## config.mk

```make
export PLATFORM = sky130hd
export DESIGN_NAME = alu_chunked_flat
export DESIGN_NICKNAME = d
export VERILOG_FILES = /design/src/rtl/alu_pkg.sv /design/src/rtl/alu_chunked_if.sv /design/src/rtl/alu_chunk.sv /design/src/rtl/alu_chunked.sv /design/src/flat_wrapper.sv
export SDC_FILE = /design/constraint.sdc
export NUM_CORES = 1
export LEC_CHECK = 0
export CAP_MARGIN = 20
export CORE_MARGIN = 2
export CORE_UTILIZATION = 30
export CTS_CLUSTER_DIAMETER = 50
export DETAILED_ROUTE_END_ITERATION = 10
export GPL_TIMING_DRIVEN = 0
export PLACE_DENSITY_LB_ADDON = 0.3
export SLEW_MARGIN = 40
export SYNTH_ARGS = -nofsm -noshare
export SYNTH_HDL_FRONTEND = slang
export SYNTH_SLANG_ARGS = --single-unit
```

## constraint.sdc

```tcl
create_clock -name clk -period 2.2 [get_ports clk]
set_input_delay 0.22 -clock clk [delete_from_list [all_inputs] [get_ports clk]]
set_output_delay 0.22 -clock clk [all_outputs]
set_load 0.03 [all_outputs]
```

## src/rtl/alu_pkg.sv

```systemverilog
// alu_pkg: FSM state encoding and op-bit field positions shared by the chunked ALU
package alu_pkg;
  typedef enum logic [1:0] {IDLE, RUN, DONE} state_t;
  localparam int OP_W = 5;
  localparam int OP_R = 0;
  localparam int OP_S = 1;
  localparam int OP_NC = 2;
  localparam int OP_P = 3;
  localparam int OP_G = 4;
endpackage

```

## src/rtl/alu_chunked_if.sv

```systemverilog
// alu_chunked_if: request/response bus (in_valid/in_ready/op/r/s/c_in, out_valid/out_ready/result/c_out/zero)
interface alu_chunked_if #(parameter int WIDTH = 8);
  import alu_pkg::*;
  logic in_valid, in_ready, c_in, out_valid, out_ready, c_out, zero;
  logic [OP_W-1:0] op;
  logic [WIDTH-1:0] r, s, result;
  modport master(output in_valid, op, r, s, c_in, out_ready, input in_ready, out_valid, result, c_out, zero);
  modport slave(input in_valid, op, r, s, c_in, out_ready, output in_ready, out_valid, result, c_out, zero);
endinterface

```

## src/rtl/alu_chunk.sv

```systemverilog
// alu_chunk: combinational CHUNK-bit slice of the op-controlled ALU; ports op, r, s, c_in -> f, c_out
module alu_chunk
  import alu_pkg::*;
#(
  parameter int CHUNK = 2
) (
  input  logic [OP_W-1:0]  op,
  input  logic [CHUNK-1:0] r,
  input  logic [CHUNK-1:0] s,
  input  logic             c_in,
  output logic [CHUNK-1:0] f,
  output logic             c_out
);
  always_comb begin
    logic c, x, y, g, p;
    c = c_in;
    x = 1'b0;
    y = 1'b0;
    g = 1'b0;
    p = 1'b0;
    f = '0;
    for (int i = 0; i < CHUNK; i++) begin
      x = r[i] ^ op[OP_R];
      y = s[i] ^ op[OP_S];
      g = x & y;
      p = x | y;
      f[i] = (g & ~op[OP_G]) ^ (p & ~op[OP_P]) ^ (~c & ~op[OP_NC]);
      c = g | (p & c);
    end
    c_out = c;
  end
endmodule

```

## src/rtl/alu_chunked.sv

```systemverilog
// alu_chunked: multi-cycle ALU evaluating CHUNK bits per cycle; ports clk, rst_n, bus (slave side of alu_chunked_if)
module alu_chunked
  import alu_pkg::*;
#(
  parameter int WIDTH = 8,
  parameter int CHUNK = 2
) (
  input logic clk,
  input logic rst_n,
  alu_chunked_if.slave bus
);
  localparam int N = WIDTH / CHUNK;
  localparam int IW = N > 1 ? $clog2(N) : 1;
  state_t state, state_n;
  logic [IW-1:0] idx;
  logic [OP_W-1:0] op_q;
  logic [WIDTH-1:0] r_q, s_q, result_q, res_n;
  logic [CHUNK-1:0] f;
  logic carry, c_n, zero_q, last;
  assign last = idx == IW'(N - 1);
  alu_chunk #(.CHUNK(CHUNK)) u_chunk (
    .op(op_q),
    .r(r_q[idx*CHUNK +: CHUNK]),
    .s(s_q[idx*CHUNK +: CHUNK]),
    .c_in(carry),
    .f(f),
    .c_out(c_n)
  );
  always_comb begin
    res_n = result_q;
    res_n[idx*CHUNK +: CHUNK] = f;
    state_n = state == IDLE ? (bus.in_valid ? RUN : IDLE)
            : state == RUN  ? (last ? DONE : RUN)
            : (bus.out_ready ? IDLE : DONE);
    // state sits at IDLE while reset is held, so ready is gated by rst_n directly
    bus.in_ready = rst_n && state == IDLE;
    bus.out_valid = state == DONE;
  end
  assign bus.result = result_q;
  assign bus.c_out = carry;
  assign bus.zero = zero_q;
  always_ff @(posedge clk or negedge rst_n) begin
    if (!rst_n) begin
      state <= IDLE;
      idx <= '0;
      op_q <= '0;
      r_q <= '0;
      s_q <= '0;
      result_q <= '0;
      carry <= 1'b0;
      zero_q <= 1'b0;
    end else begin
      state <= state_n;
      if (state == IDLE && bus.in_valid) begin
        op_q <= bus.op;
        r_q <= bus.r;
        s_q <= bus.s;
        carry <= bus.c_in;
        idx <= '0;
      end else if (state == RUN) begin
        result_q <= res_n;
        carry <= c_n;
        zero_q <= res_n == '0;
        idx <= last ? '0 : idx + 1'b1;
      end
    end
  end
endmodule

```

## src/flat_wrapper.sv

```systemverilog
// flat-port wrapper written by rule: the top's interface ports become plain ports
module alu_chunked_flat import alu_pkg::*;
#(
  parameter int WIDTH = 8,
  parameter int CHUNK = 2
)
  (clk, rst_n, bus_in_valid, bus_op, bus_r, bus_s, bus_c_in, bus_out_ready, bus_in_ready, bus_out_valid, bus_result, bus_c_out, bus_zero);
  alu_chunked_if #(.WIDTH(WIDTH)) bus_i ();
  input logic clk;
  input logic rst_n;
  input wire logic [$bits(bus_i.in_valid)-1:0] bus_in_valid;
  input wire logic [$bits(bus_i.op)-1:0] bus_op;
  input wire logic [$bits(bus_i.r)-1:0] bus_r;
  input wire logic [$bits(bus_i.s)-1:0] bus_s;
  input wire logic [$bits(bus_i.c_in)-1:0] bus_c_in;
  input wire logic [$bits(bus_i.out_ready)-1:0] bus_out_ready;
  output wire logic [$bits(bus_i.in_ready)-1:0] bus_in_ready;
  output wire logic [$bits(bus_i.out_valid)-1:0] bus_out_valid;
  output wire logic [$bits(bus_i.result)-1:0] bus_result;
  output wire logic [$bits(bus_i.c_out)-1:0] bus_c_out;
  output wire logic [$bits(bus_i.zero)-1:0] bus_zero;
  assign bus_i.in_valid = bus_in_valid;
  assign bus_i.op = bus_op;
  assign bus_i.r = bus_r;
  assign bus_i.s = bus_s;
  assign bus_i.c_in = bus_c_in;
  assign bus_i.out_ready = bus_out_ready;
  assign bus_in_ready = bus_i.in_ready;
  assign bus_out_valid = bus_i.out_valid;
  assign bus_result = bus_i.result;
  assign bus_c_out = bus_i.c_out;
  assign bus_zero = bus_i.zero;
  alu_chunked #(.WIDTH(WIDTH), .CHUNK(CHUNK)) u_core (.clk(clk), .rst_n(rst_n), .bus(bus_i));
endmodule
```

# Yosys cells after proc, flatten, opt, wreduce, memory -nomap -nowiden
# Index checks and enable logic that the tools add are counted.
[classes]
addsub = 2
n_eq_ne = 3
shift = 4
mux = 11
bitwise_logic = 28
reduce_logical = 6
[ops]
columns = ["operator", "count"]
rows = [
  ["negation 3 -> 34 bit", 1],
  ["variable shift 2 x 34 -> 8 bit (first input constant)", 1],
  ["indexed part select 2 x 34 -> 8 bit", 1],
  ["indexed part select 8 x 4 -> 2 bit", 2],
  ["2-to-1 mux 2 bit", 7],
  ["bitwise AND 1 bit", 10],
  ["bitwise mux 8 bit", 1],
  ["logical NOT 8 bit", 1],
  ["XOR 1 bit", 8],
  ["NOT 1 bit", 6],
  ["== test 2 bit (second input constant)", 2],
  ["OR 1 bit", 4],
  ["2-to-1 mux 1 bit", 3],
  ["adder 2 x 1 -> 2 bit (second input constant)", 1],
  ["== test 2 x 1 -> 1 bit (second input constant)", 1],
  ["logical AND 1 bit", 2],
  ["logical NOT 2 bit", 1],
  ["AND reduction 2 bit", 1],
  ["nonzero test 2 bit", 1],
]
[totals]
register_bits = 35
input_bits = 26
out_inout_bits = 12
word_cells = 62

# Longest topological paths before layout
# Gate-level depths: netlist of run 1.
[depth]
ltp_word = 11
depth_mapped = 8
depth_no_buf = 7

# Hierarchy
# Synthesis of run 1 repeated with hierarchy kept, for this count alone.
[unflattened]
hier_cells = 149
hier_area_um2 = 1829.3
[by_module_without_submodules]
columns = ["module", "n_inst", "cells_per_inst", "area_per_inst_um2", "seq_area_each_um2"]
rows = [
  ["alu_chunked", 1, 128, 1679.1, 875.8],
  ["alu_chunk", 1, 21, 150.1, 0.0],
]

# Worst setup path after synthesis of run 1
# OpenSTA, ideal clock, no wires.
[synth_timing]
path_kind = "register to register"
from = "register u_core.idx[0]"
to = "register u_core.result_q[1] (netlist: u_core.bus.result[1])"
setup_ns = 0.134
arrival_ns = 1.993
required_ns = 2.066
setup_slack_ns = 0.073
stages_incl_launch_ff = 8
path_buffers = 1
period_less_slack_ns = 2.127
path_cell_list = "dfrtp_1 -> buf_6 -> mux4_2 -> xor2_1 -> maj3_2 -> nor2_2 -> xor2_1 -> o21ai_0"
[synth_via]
elab_chain_len = 10
word_cells_on_any_way = 26
cone_classes = "add/sub (1); shift (4); mux (1); bitwise (20)"
[synth_rtl]
columns = ["item", "line_no", "text"]
rows = [
  ["start: declaration", "alu_chunked.sv:15", "logic [IW-1:0] idx;"],
  ["start signal: assignment", "alu_chunked.sv:64", "idx <= last ? '0 : idx + 1'b1;"],
  ["indexed part select 8 x 4 -> 2 bit, on equally long branches", "alu_chunked.sv:23, alu_chunked.sv:24", ""],
  ["XOR 1 bit, on equally long branches", "alu_chunk.sv:23, alu_chunk.sv:24", ""],
  ["OR 1 bit", "alu_chunk.sv:26", "p = x | y;"],
  ["bitwise AND 1 bit", "alu_chunk.sv:28", "c = g | (p & c);"],
  ["OR 1 bit", "alu_chunk.sv:28", ""],
  ["NOT 1 bit", "alu_chunk.sv:27", "f[i] = (g & ~op[OP_G]) ^ (p & ~op[OP_P]) ^ (~c & ~op[OP_NC]);"],
  ["bitwise AND 1 bit", "alu_chunk.sv:27", ""],
  ["XOR 1 bit", "alu_chunk.sv:27", ""],
  ["indexed part select 2 x 34 -> 8 bit", "alu_chunked.sv:31", "res_n[idx*CHUNK +: CHUNK] = f;"],
  ["bitwise mux 8 bit *", "alu_chunked.sv:31", ""],
  ["end signal: assignment", "alu_chunked.sv:61", "result_q <= res_n;"],
  ["end: declaration", "alu_chunked.sv:17", "logic [WIDTH-1:0] r_q, s_q, result_q, res_n;"],
]
# Mark *: on every way between the ends. The rest lies on a longest branch, timed or not.
# A chain may end at the register's enable or synchronous reset.

# Worst setup path in the final report of run 1
[layout_timing]
from = "register u_core.idx[0]"
to = "register u_core.zero_q (netlist: u_core.bus.zero)"
[layout_via]
elab_chain_len = 11
word_cells_on_any_way = 27
cone_classes = "add/sub (1); shift (4); mux (1); bitwise (20); reduce/logical (1)"
[layout_rtl]
columns = ["item", "line_no", "text"]
rows = [
  ["indexed part select 8 x 4 -> 2 bit, on equally long branches", "alu_chunked.sv:23, alu_chunked.sv:24", ""],
  ["XOR 1 bit, on equally long branches", "alu_chunk.sv:23, alu_chunk.sv:24", ""],
  ["OR 1 bit", "alu_chunk.sv:26", ""],
  ["bitwise AND 1 bit", "alu_chunk.sv:28", ""],
  ["OR 1 bit", "alu_chunk.sv:28", ""],
  ["NOT 1 bit", "alu_chunk.sv:27", ""],
  ["bitwise AND 1 bit", "alu_chunk.sv:27", ""],
  ["XOR 1 bit", "alu_chunk.sv:27", ""],
  ["indexed part select 2 x 34 -> 8 bit", "alu_chunked.sv:31", ""],
  ["bitwise mux 8 bit *", "alu_chunked.sv:31", ""],
  ["logical NOT 8 bit *", "alu_chunked.sv:63", "zero_q <= res_n == '0;"],
  ["end signal: assignment", "alu_chunked.sv:51", "zero_q <= 1'b0;"],
  ["end signal: assignment", "alu_chunked.sv:63", ""],
  ["end: declaration", "alu_chunked.sv:19", "logic carry, c_n, zero_q, last;"],
]
# Marked as above.

==> flow_summary_export.csv, run 1 <==
group,metric,value,unit
floorplan,die_area,6410,sq um
synth,syn-num-nets,181,
worst_setup_path,cp.depth,7,
worst_setup_path,r2r_slack,-0.04,ns
place,dp_hpwl,2640,um
grt,gr-total-overflow,0,
grt,met3_usage,3.93,%
sta,finalHoldViolCount,0,
sta,finalCritPeriodShare,102,%
layout,finalNetCount,233,
sta,finalSetupViolCount,5,
synth,synthFlopType,"dfrtp_1",
worst_setup_path,critPathRequiredTime,2.37,ns
worst_setup_path,r2r-start,"u_core.idx[0]$_DFFE_PN0P_",
synth,synth-edff-count,0,
worst_setup_path,critical-path-top-delay-family,"multiplexers",
cts,htree_levels,2,
drt,firstDrtPassIters,4,
drt,drt-initial-drc-count,27,
sta,grt_setup_unrepaired,"true",
worst_setup_path,worstSetupStartpointType,"flip-flop",
drt,drtAntennaViolNets,0,
drt,wl_per_cell,13.3,um
drt,vias_per_cell,4.63,
synth,yosys.area.top_type,"dfrtp_1",
worst_setup_path,endpoint,"u_core.bus.zero$_DFFE_PN0P_",
synth,ys_seq_area_share,50.5,%
sta,fin_ws,-0.0410,ns
sta,max-slew-margin-rel,59.2,%
run_status,status,"finished, violations left",
synth,async_flop_share,100,%
sta,clock-skew-final,0.00513,ns
sta,min_period,2.24,ns
synth,postSynthCellCount,149,
worst_setup_path,crit_path_top_delay_cell,"mux4_2",
cts,insertion_delay,0.28,ns
synth,synth_cell_type_count,31,
run,cap_violations,0,
hold_path,hp-class,"in2async",
synth,synth.top_cells.by_count,"dfrtp_1, nand2_1, mux2_2, o21ai_0, nor2_1",
grt,antenna_found_initial,0,
layout,area_growth,45.1,%
layout,final_util,45.4,%
layout,drive_gt1_share,25.7,%
sta,worstMarginPinSlew,0.610,ns
layout,antenna-diode-count,0,
sta,fin_hold_ws,0.136,ns
drt,wirelength,3660,um
synth,synthesis.area,1740,sq um
worst_setup_path,max_stage_delay,0.56,ns
grt,first_global_vias,1291,
place,gp_congestion,0.835,
cts,cts_buffer_depth,2,
run_status,violations,"setup timing",
layout,final_area,2520,sq um
grt,grt_pass1_wl,5980,um
synth,synth_top_area_share,50.5,%
synth,yosysWarnings,0,
worst_setup_path,crit_arrival,2.42,ns
synth,synth.area.top_cells,"dfrtp_1, mux2_2, mux4_2, nand2_1, ha_1",
grt,grt_max_degree,23,
worst_setup_path,crit_fanout,5,
worst_setup_path,cp_num_buf_inv,1,
power,power.leakage,1.01,nW
cts,clkSinkCount,35,
synth,post-synth-top-count-cell,"dfrtp_1",
grt,grt_busiest_layer,"met2",
drt,vias,1268,
power,vdd_drop_max,0.930,mV
cts,clk_pin_slew_worst_paths,0.07,ns
floorplan,initial_utilization,31.3,%
floorplan,core,5540,sq um
worst_setup_path,reg2reg_to,"u_core.bus.zero$_DFFE_PN0P_",
place,io_buffers,37,
grt,track_usage,12.1,%
worst_setup_path,crit_chain,"buf_6 > mux4_2 > xor2_4 > mux2i_2 > a32oi_4 > xor2_2 > a31o_1",
worst_setup_path,crit_path_start,"u_core.idx[0]$_DFFE_PN0P_",
floorplan,chipWidth,80.1,um
cts,cts_tree,"done",
worst_setup_path,critical_path_class,"reg2reg",
worst_setup_path,r2r_cells,7,
floorplan,ios,38,
worst_setup_path,end_kind,"flip-flop",
place,dpl_cell_area,2220,sq um
sta,drv_slew,0,
grt,grt_use_met1,15.8,%
power,p_per_area,1740,nW/um^2
synth,syn_area_per_cell,11.6,sq um
grt,use_met2,20.3,%
sta,fmax,446,MHz
cts,cts_root_buf,"clkbuf_8",
floorplan,rows,27,
floorplan,die_y,80.1,um
cts,numCtsBuffers,5,
power,total_power,4.38,mW
place,place_ws,-0.282,ns
drt,drc,0,
synth,ys_ff_latch,35,
## cells in the final DEF (no fill, tap or decap), drive strengths merged
master	netlist	layout
nor3	4	4
a21oi	1	1
clkbuf	3	9
ha	6	6
a2111oi	1	1
dfrtp	35	35
nor2b	1	1
a32oi	1	1
o21bai	1	1
a31o	1	1
nor3b	2	2
xor2	5	5
maj3	1	1
o21ai	12	12
inv	5	5
o22ai	2	2
xnor2	1	1
mux4	4	4
nand3	1	1
a22o	1	1
mux2i	2	2
nor4bb	1	1
a22oi	1	1
a21boi	1	1
o31ai	2	2
mux2	20	20
buf	1	9
a211oi	1	1
nand2	24	24
dlygate4sd3	0	1
clkdlybuf4s50	0	36
nor2	8	8
bufinv	0	2
## worst min-delay path, cell delays in order
cell and delay (ns):
buf_2 0.13, buf_16 0.11, buf_2 0.41
## flip-flops by register name, summed over array words and instances (netlist names)
name / cells
u_core.state: 2
u_core.op_q: 5
u_core.bus.c_out: 1
u_core.r_q: 8
u_core.idx: 2
u_core.s_q: 8
u_core.bus.zero: 1
u_core.bus.result: 8
## timing repair
item                                    4_1_cts  5_1_grt
endpoints found under the setup margin        9       10
hold buffers                                  2        0
pin swaps                                     1        4
buffers inserted                              2        3
hold endpoints to repair                     13        0
resized for setup                            12        9
## worst min-delay path by stage
stage,start,to,slack (ns),cells after the start
2_1_floorplan,rst_n,u_core.bus.c_out$_DFFE_PN0P_,-0.08,0
5_1_grt,rst_n,u_core.state[1]$_DFF_PN0_,0.19,3
3_5_place_dp,rst_n,u_core.bus.zero$_DFFE_PN0P_,0.16,1
4_1_cts,bus_op[4],u_core.op_q[4]$_DFFE_PN0P_,0.50,3
3_3_place_gp,u_core.r_q[7]$_DFFE_PN0P_,u_core.r_q[7]$_DFFE_PN0P_,0.49,1
6_report,rst_n,u_core.bus.result[4]$_DFFE_PN0P_,0.14,3
## cells by family after synthesis
family | count (synthesis) | synth area share, %
AND/OR/NAND/NOR | 41 | 10.3
flip-flops | 35 | 50.5
multiplexers | 26 | 19.3
AO/OA/AOI/OAI | 25 | 9.08
buffers and inverters | 9 | 2.38
adder cells (fa/ha/maj) | 7 | 4.97
XOR/XNOR | 6 | 3.46
## routing by layer
metal / vias to the layer above / wire, um
met5: - / 0
met2: 36 / 1800
met3: 0 / 178
met4: 0 / 0
met1: 602 / 1680
li1: 630 / -
## report_power, final
part | switching [mW] | internal [mW]
Sequential | 0.249 | 0.938
Combinational | 1.28 | 1.22
Clock | 0.234 | 0.453
## final cells by class
cell class / instances / area [sq um]
clock inverters: 2 / 60.1
repair buffers: 45 / 445
inverters: 5 / 18.8
flip-flops and latches: 35 / 876
multi-input cells: 105 / 932
plain buffers: 4 / 22.5
well taps: 72 / 90.1
fillers: 549 / 3020
clock buffers: 6 / 72.6
## through the flow
stage	std cells	TNS [ns]
after CTS	271	0
final	274	-0.108
after detailed placement	259	-3.38
after global routing	274	-0.910
after floorplan	149	0
after global placement	258	-10.40
Power figures use the tool's default switching activity.
==> inputs of run 2 (changes only) <==
--- a/config.mk
+++ b/config.mk
@@ -5,7 +5,6 @@
 export SDC_FILE = /design/constraint.sdc
 export NUM_CORES = 1
 export LEC_CHECK = 0
-export CAP_MARGIN = 20
 export CORE_MARGIN = 2
 export CORE_UTILIZATION = 30
 export CTS_CLUSTER_DIAMETER = 50
==> constraint.sdc (replaced) <==
create_clock -name clk -period 2.2 [get_ports clk]
set_input_delay 0.44 -clock clk [delete_from_list [all_inputs] [get_ports clk]]
set_output_delay 0.44 -clock clk [all_outputs]
set_load 0.03 [all_outputs]
==> run 2 against run 1 <==
Sequential power about the same. Clock-buffer cell count unchanged. Die area unchanged. Cell count down 1.5%. Critical path depth unchanged. Hold slack worse by 0.13 ns. Wire length down 4.4%. Flip-flop and latch count unchanged. Clock power about the same. The flow now finishes without violations. Total power down 5.5%.
==> flow_summary_export.csv, run 2 (synthesis gave the netlist of run 1 again) <==
group,metric,value,unit
run_status,status,"finished, final reports clean",
sta,min_period,2.19,ns
worst_setup_path,crit_path_start,"u_core.idx[0]$_DFFE_PN0P_",
worst_setup_path,crit_path_top_delay_cell,"mux4_2",
place,io_buffers,37,
floorplan,rows,27,
floorplan,chipWidth,80.1,um
floorplan,ios,38,
cts,clkSinkCount,35,
cts,cts_root_buf,"clkbuf_8",
sta,worstMarginPinSlew,0.548,ns
sta,fin_hold_ws,0.00800,ns
layout,antenna-diode-count,0,
floorplan,die_y,80.1,um
grt,first_global_vias,1270,
sta,grt_setup_unrepaired,"true",
sta,max-slew-margin-rel,63.4,%
worst_setup_path,critical-path-top-delay-family,"multiplexers",
cts,numCtsBuffers,5,
floorplan,initial_utilization,31.3,%
worst_setup_path,crit_top_cell,"xor2_4",
worst_setup_path,cp.depth,7,
floorplan,die_area,6410,sq um
drt,vias_per_cell,4.65,
sta,drv_slew,0,
power,vdd_drop_max,0.935,mV
cts,htree_levels,2,
drt,drt-initial-drc-count,23,
worst_setup_path,r2r-start,"u_core.idx[0]$_DFFE_PN0P_",
worst_setup_path,crit_arrival,2.35,ns
worst_setup_path,crit_fanout,5,
sta,clock-skew-final,0.00525,ns
cts,cts_buffer_depth,2,
worst_setup_path,endpoint,"u_core.bus.result[7]$_DFFE_PN0P_",
drt,firstDrtPassIters,5,
grt,grt_max_degree,24,
layout,drive_gt1_share,24.7,%
worst_setup_path,critical_path_class,"reg2reg",
worst_setup_path,worstSetupStartpointType,"flip-flop",
sta,fin_tns_setup,0,ns
drt,wl_per_cell,12.9,um
power,power.leakage,1.00,nW
sta,finalHoldViolCount,0,
worst_setup_path,reg2reg_to,"u_core.bus.result[7]$_DFFE_PN0P_",
worst_setup_path,crit_chain,"buf_6 > mux4_2 > xor2_4 > maj3_2 > nor2_4 > xor2_4 > o21ai_0",
drt,drc,0,
sta,fmax,456,MHz
grt,track_usage,11.8,%
grt,gr-total-overflow,0,
cts,clk_pin_slew_worst_paths,0.07,ns
worst_setup_path,cp_num_buf_inv,1,
place,dp_hpwl,2640,um
power,p_per_area,1680,nW/um^2
layout,final_cell_mix,"clkdlybuf4s50_1, dfrtp_1, nand2_1",
worst_setup_path,end_kind,"flip-flop",
drt,drtAntennaViolNets,0,
cts,cts_hold_buf,0,
worst_setup_path,r2r_slack,0.007,ns
cts,cts_tree,"done",
worst_setup_path,critPathRequiredTime,2.36,ns
grt,antenna_found_initial,0,
place,gp_congestion,0.835,
worst_setup_path,max_stage_delay,0.56,ns
hold_path,hp-class,"in2async",
run,cap_violations,0,
layout,fill_cells,555,
layout,finalNetCount,229,
sta,finalSetupViolCount,0,
worst_setup_path,r2r_cells,7,
drt,vias,1256,
layout,area_growth,42.0,%
grt,grt_pass1_wl,5870,um
sta,finalCritPeriodShare,99.7,%
cts,insertion_delay,0.28,ns
drt,wirelength,3500,um
floorplan,core,5540,sq um
[run 2: changes by cell type in the layout (fill, tap and decap cells not counted), sizes merged]
| cell | before | now |
|---|---|---|
| dlygate4sd2 | 0 | 1 |
| clkdlybuf4s50 | 36 | 35 |
| buf | 9 | 6 |
| dlygate4sd3 | 1 | 0 |
[run 2: worst reg2reg max path: stages, from the launching register on]
cell	delay [ns]
dfrtp_1	0.36
buf_6	0.14
mux4_2	0.56
xor2_4	0.19
maj3_2	0.35
nor2_4	0.14
xor2_4	0.21
o21ai_0	0.11
[run 2: timing repair]
item	CTS	global route
pin swaps	0	5
buffers inserted	2	1
setup endpoints to repair	12	10
resized for setup	10	12
[run 2: per-stage QoR]
stage	utilization, %	cells	area (sq um)	power [mW]	setup slack (ns)
global route	44.5	270	2460	4.48	-0.132
CTS	43.7	269	2420	4.06	-0.0195
finish	44.5	270	2460	4.14	0.00708
global placement	39.6	258	2200	3.09	-1.34
detailed placement	40.1	259	2220	3.13	-0.313
floorplan	-	149	1740	2.59	0.0733
[run 2: worst min path at each step]
stage / cells after the start / slack, ns / start / end
floorplan: 0 / 0.14 / rst_n / u_core.bus.c_out$_DFFE_PN0P_
global placement: 1 / 0.49 / u_core.r_q[7]$_DFFE_PN0P_ / u_core.r_q[7]$_DFFE_PN0P_
detailed placement: 1 / 0.38 / rst_n / u_core.bus.zero$_DFFE_PN0P_
CTS: 1 / 0.006 / rst_n / u_core.bus.zero$_DFFE_PN0P_
global route: 1 / 0.007 / rst_n / u_core.bus.result[7]$_DFFE_PN0P_
finish: 1 / 0.008 / rst_n / u_core.bus.zero$_DFFE_PN0P_
[run 2: cell type report]
cell class              count  area, sq um  area share, %
plain buffers               4         23.8          0.965
multi-input cells         105          906           36.8
well taps                  72         90.1           3.66
clock inverters             2         60.1           2.44
repair buffers             41          417           16.9
inverters                   5         18.8          0.762
flip-flops and latches     35          876           35.6
clock buffers               6         72.6           2.95
[run 2: power breakdown]
part / switching (mW) / internal [mW] / total, mW
Sequential: 0.241 / 0.939 / 1.18
Clock: 0.233 / 0.453 / 0.686
Combinational: 1.18 / 1.09 / 2.28
Total: 1.66 / 2.49 / 4.14
[run 2: layer usage]
metal,global-route usage [%],vias to the layer above,share of wire (%)
met4,1.02,0,0.11
met5,0,-,0
met3,3.93,2,4.9
met1,15.6,597,47
met2,19.7,37,48
li1,-,620,-
==> inputs of run 3 (changes only) <==
--- a/config.mk
+++ b/config.mk
@@ -5,12 +5,12 @@
 export SDC_FILE = /design/constraint.sdc
 export NUM_CORES = 1
 export LEC_CHECK = 0
+export ABC_CLOCK_PERIOD_IN_PS = 2200
 export CORE_MARGIN = 2
 export CORE_UTILIZATION = 30
 export CTS_CLUSTER_DIAMETER = 50
 export DETAILED_ROUTE_END_ITERATION = 10
-export GPL_TIMING_DRIVEN = 0
-export PLACE_DENSITY_LB_ADDON = 0.3
+export PLACE_DENSITY = 0.51
 export SLEW_MARGIN = 40
 export SYNTH_ARGS = -nofsm -noshare
 export SYNTH_HDL_FRONTEND = slang
==> run 3 against run 2 <==
Clock-buffer cell count stayed put. Combinational power hardly changed. Global-route usage is 0.94 points higher. Cell area is 1.2% lower. Sequential share of layout area is 0.52 points higher. First-iteration DRC count is 130% higher. Critical path depth stayed put. Sequential power hardly changed. Critical path type unchanged. Critical endpoint is now u_core.bus.zero$_DFFE_PN0P_.
==> flow_summary_export.csv, run 3 (synthesis gave the netlist of run 1 again) <==
group,metric,value,unit
run_status,status,"finished, final reports clean",
power,total_power,4.12,mW
power,net-switching-power,1.68,mW
cts,cts_hold_buf,0,
drt,wirelength,3720,um
layout,stdcell_count,269,
drt,firstDrtPassIters,4,
floorplan,chipWidth,80.1,um
drt,drc,0,
worst_setup_path,r2r-start,"u_core.idx[0]$_DFFE_PN0P_",
floorplan,initial_utilization,31.3,%
drt,drtAntennaViolNets,0,
floorplan,core,5540,sq um
power,power.leakage,0.989,nW
place,dpl_cell_area,2240,sq um
worst_setup_path,crit_path_top_delay_cell,"mux4_2",
layout,layout_commonest_cell,"clkdlybuf4s50_1",
hold_path,hp-class,"reg2reg",
layout,finalNetCount,228,
worst_setup_path,crit_fanout,5,
sta,min_period,2.14,ns
floorplan,die_y,80.1,um
power,vdd_drop_max,0.550,mV
sta,finalCritPeriodShare,97.4,%
power,power_frac_comb,56.2,%
hold_path,hp-start,"u_core.s_q[6]$_DFFE_PN0P_",
grt,track_usage,12.8,%
worst_setup_path,r2r_slack,0.06,ns
worst_setup_path,critPathRequiredTime,2.38,ns
worst_setup_path,end_kind,"flip-flop",
drt,drt-initial-drc-count,53,
place,dp_hpwl,2790,um
cts,cts_buffer_depth,2,
cts,numCtsBuffers,5,
sta,fmax,467,MHz
floorplan,die_area,6410,sq um
cts,insertion_delay,0.29,ns
worst_setup_path,crit_arrival,2.33,ns
grt,grt_max_degree,36,
worst_setup_path,critical_path_class,"reg2reg",
layout,area_growth,40.3,%
power,switching_share,40.7,%
layout,final_util,43.9,%
power,p_per_area,1690,nW/um^2
cts,cts_root_buf,"clkbuf_8",
place,place_ws,-0.0677,ns
layout,final_cell_mix,"clkdlybuf4s50_1, dfrtp_1, nand2_1",
grt,gr-total-overflow,0,
power,clkPwrFrac,14.6,%
place,dp.cells,261,
hold_path,min_path_cells,1,
layout,drive_gt1_share,26.9,%
drt,vias,1297,
worst_setup_path,r2r_cells,7,
sta,finalSetupViolCount,0,
sta,drv_slew,0,
run,cap_violations,0,
hold_path,hold_path_end,"u_core.s_q[6]$_DFFE_PN0P_",
sta,max-slew-margin-rel,71.1,%
power,seq_power_share,29.3,%
sta,finalHoldViolCount,0,
layout,final_area,2430,sq um
sta,worstMarginPinSlew,0.433,ns
layout,antenna-diode-count,0,
worst_setup_path,worstSetupStartpointType,"flip-flop",
worst_setup_path,crit_chain,"buf_4 > mux4_2 > xor2_1 > a211oi_2 > a21oi_2 > xor2_4 > a31o_1",
sta,clock-skew-final,0.00747,ns
drt,wl_per_cell,13.8,um
power,power.internal,2.44,mW
worst_setup_path,cp_num_buf_inv,1,
worst_setup_path,reg2reg_to,"u_core.bus.zero$_DFFE_PN0P_",
grt,antenna_found_initial,0,
drt,vias_per_cell,4.82,
place,io_buffers,37,
worst_setup_path,max_stage_delay,0.49,ns
floorplan,ios,38,
layout,fill_cells,527,
cts,htree_levels,2,
sta,grt_setup_unrepaired,"true",
floorplan,rows,27,
worst_setup_path,critical-path-top-delay-family,"compound AO/OA/AOI/OAI gates",
sta,fin_ws,0.0565,ns
grt,first_global_vias,1302,
grt,grt_pass1_wl,6190,um
place,gp_congestion,0.796,
cts,clk_pin_slew_worst_paths,0.07,ns
cts,cts_tree,"done",
cts,clkSinkCount,35,
[run 3: how the worst max path moves through the flow]
stage                                          from  slack, ns  depth (start not counted)                                to
after global placement    u_core.idx[0]$_DFFE_PN0P_      -0.02                          6  u_core.bus.result[2]$_DFFE_PN0P_
after detailed placement  u_core.idx[0]$_DFFE_PN0P_      -0.07                          6  u_core.bus.result[6]$_DFFE_PN0P_
after global routing      u_core.idx[0]$_DFFE_PN0P_      -0.08                          6       u_core.bus.zero$_DFFE_PN0P_
after CTS                 u_core.idx[0]$_DFFE_PN0P_       0.06                          6  u_core.bus.result[7]$_DFFE_PN0P_
after floorplan           u_core.idx[0]$_DFFE_PN0P_       0.07                          7  u_core.bus.result[1]$_DFFE_PN0P_
final                     u_core.idx[0]$_DFFE_PN0P_       0.06                          7       u_core.bus.zero$_DFFE_PN0P_
[run 3: worst register-to-register path, delay by kind of cell (launching register included)]
kind / cells / cell delay [ns]
buffers and inverters: 1 / 0.15
multiplexers: 1 / 0.49
flip-flops: 1 / 0.42
XOR/XNOR: 2 / 0.39
AO/OA/AOI/OAI: 3 / 0.61
[run 3: area by class of cell]
cell class                      instances  area (sq um)  share of cell area [%]
Multi-Input combinational cell        105           897                    36.8
Sequential cell                        35           878                    36.1
Clock inverter                          2          35.0                    1.44
Clock buffer                            6          82.6                    3.39
Tap cell                               72          90.1                    3.70
Inverter                                5          18.8                   0.771
Timing Repair Buffer                   44           433                    17.8
[run 3: metrics by stage]
| step | setup TNS, ns | hold WS, ns |
|---|---|---|
| floorplan | 0 | 0.144 |
| global placement | -0.0412 | 0.489 |
| detailed placement | -0.436 | 0.497 |
| CTS | 0 | 0.515 |
| global route | -0.279 | 0.526 |
| finish | 0 | 0.511 |
[run 3: power by group through the flow]
stage | logic, mW | clock network, mW | registers [mW]
floorplan | 1.37 | 0 | 1.22
detailed placement | 2.01 | 0 | 1.21
global placement | 1.97 | 0 | 1.19
finish | 2.31 | 0.600 | 1.21
CTS | 2.09 | 0.617 | 1.20
global route | 2.53 | 0.639 | 1.26
[run 3: routing by layer]
| layer | up-vias | share of wire (%) | global-route usage [%] |
|---|---|---|---|
| met5 | - | 0 | 0 |
| met4 | 0 | 1.9 | 5.59 |
| met3 | 8 | 4.1 | 2.70 |
| met2 | 34 | 52 | 21.9 |
| met1 | 640 | 42 | 15.4 |
| li1 | 615 | - | - |
[run 3: repair_timing]
action / 4_1_cts / 5_1_grt
gates resized for setup: 4 / 13
pin swaps: 0 / 2
endpoints found under the setup margin: 9 / 9
setup buffers: 0 / 0
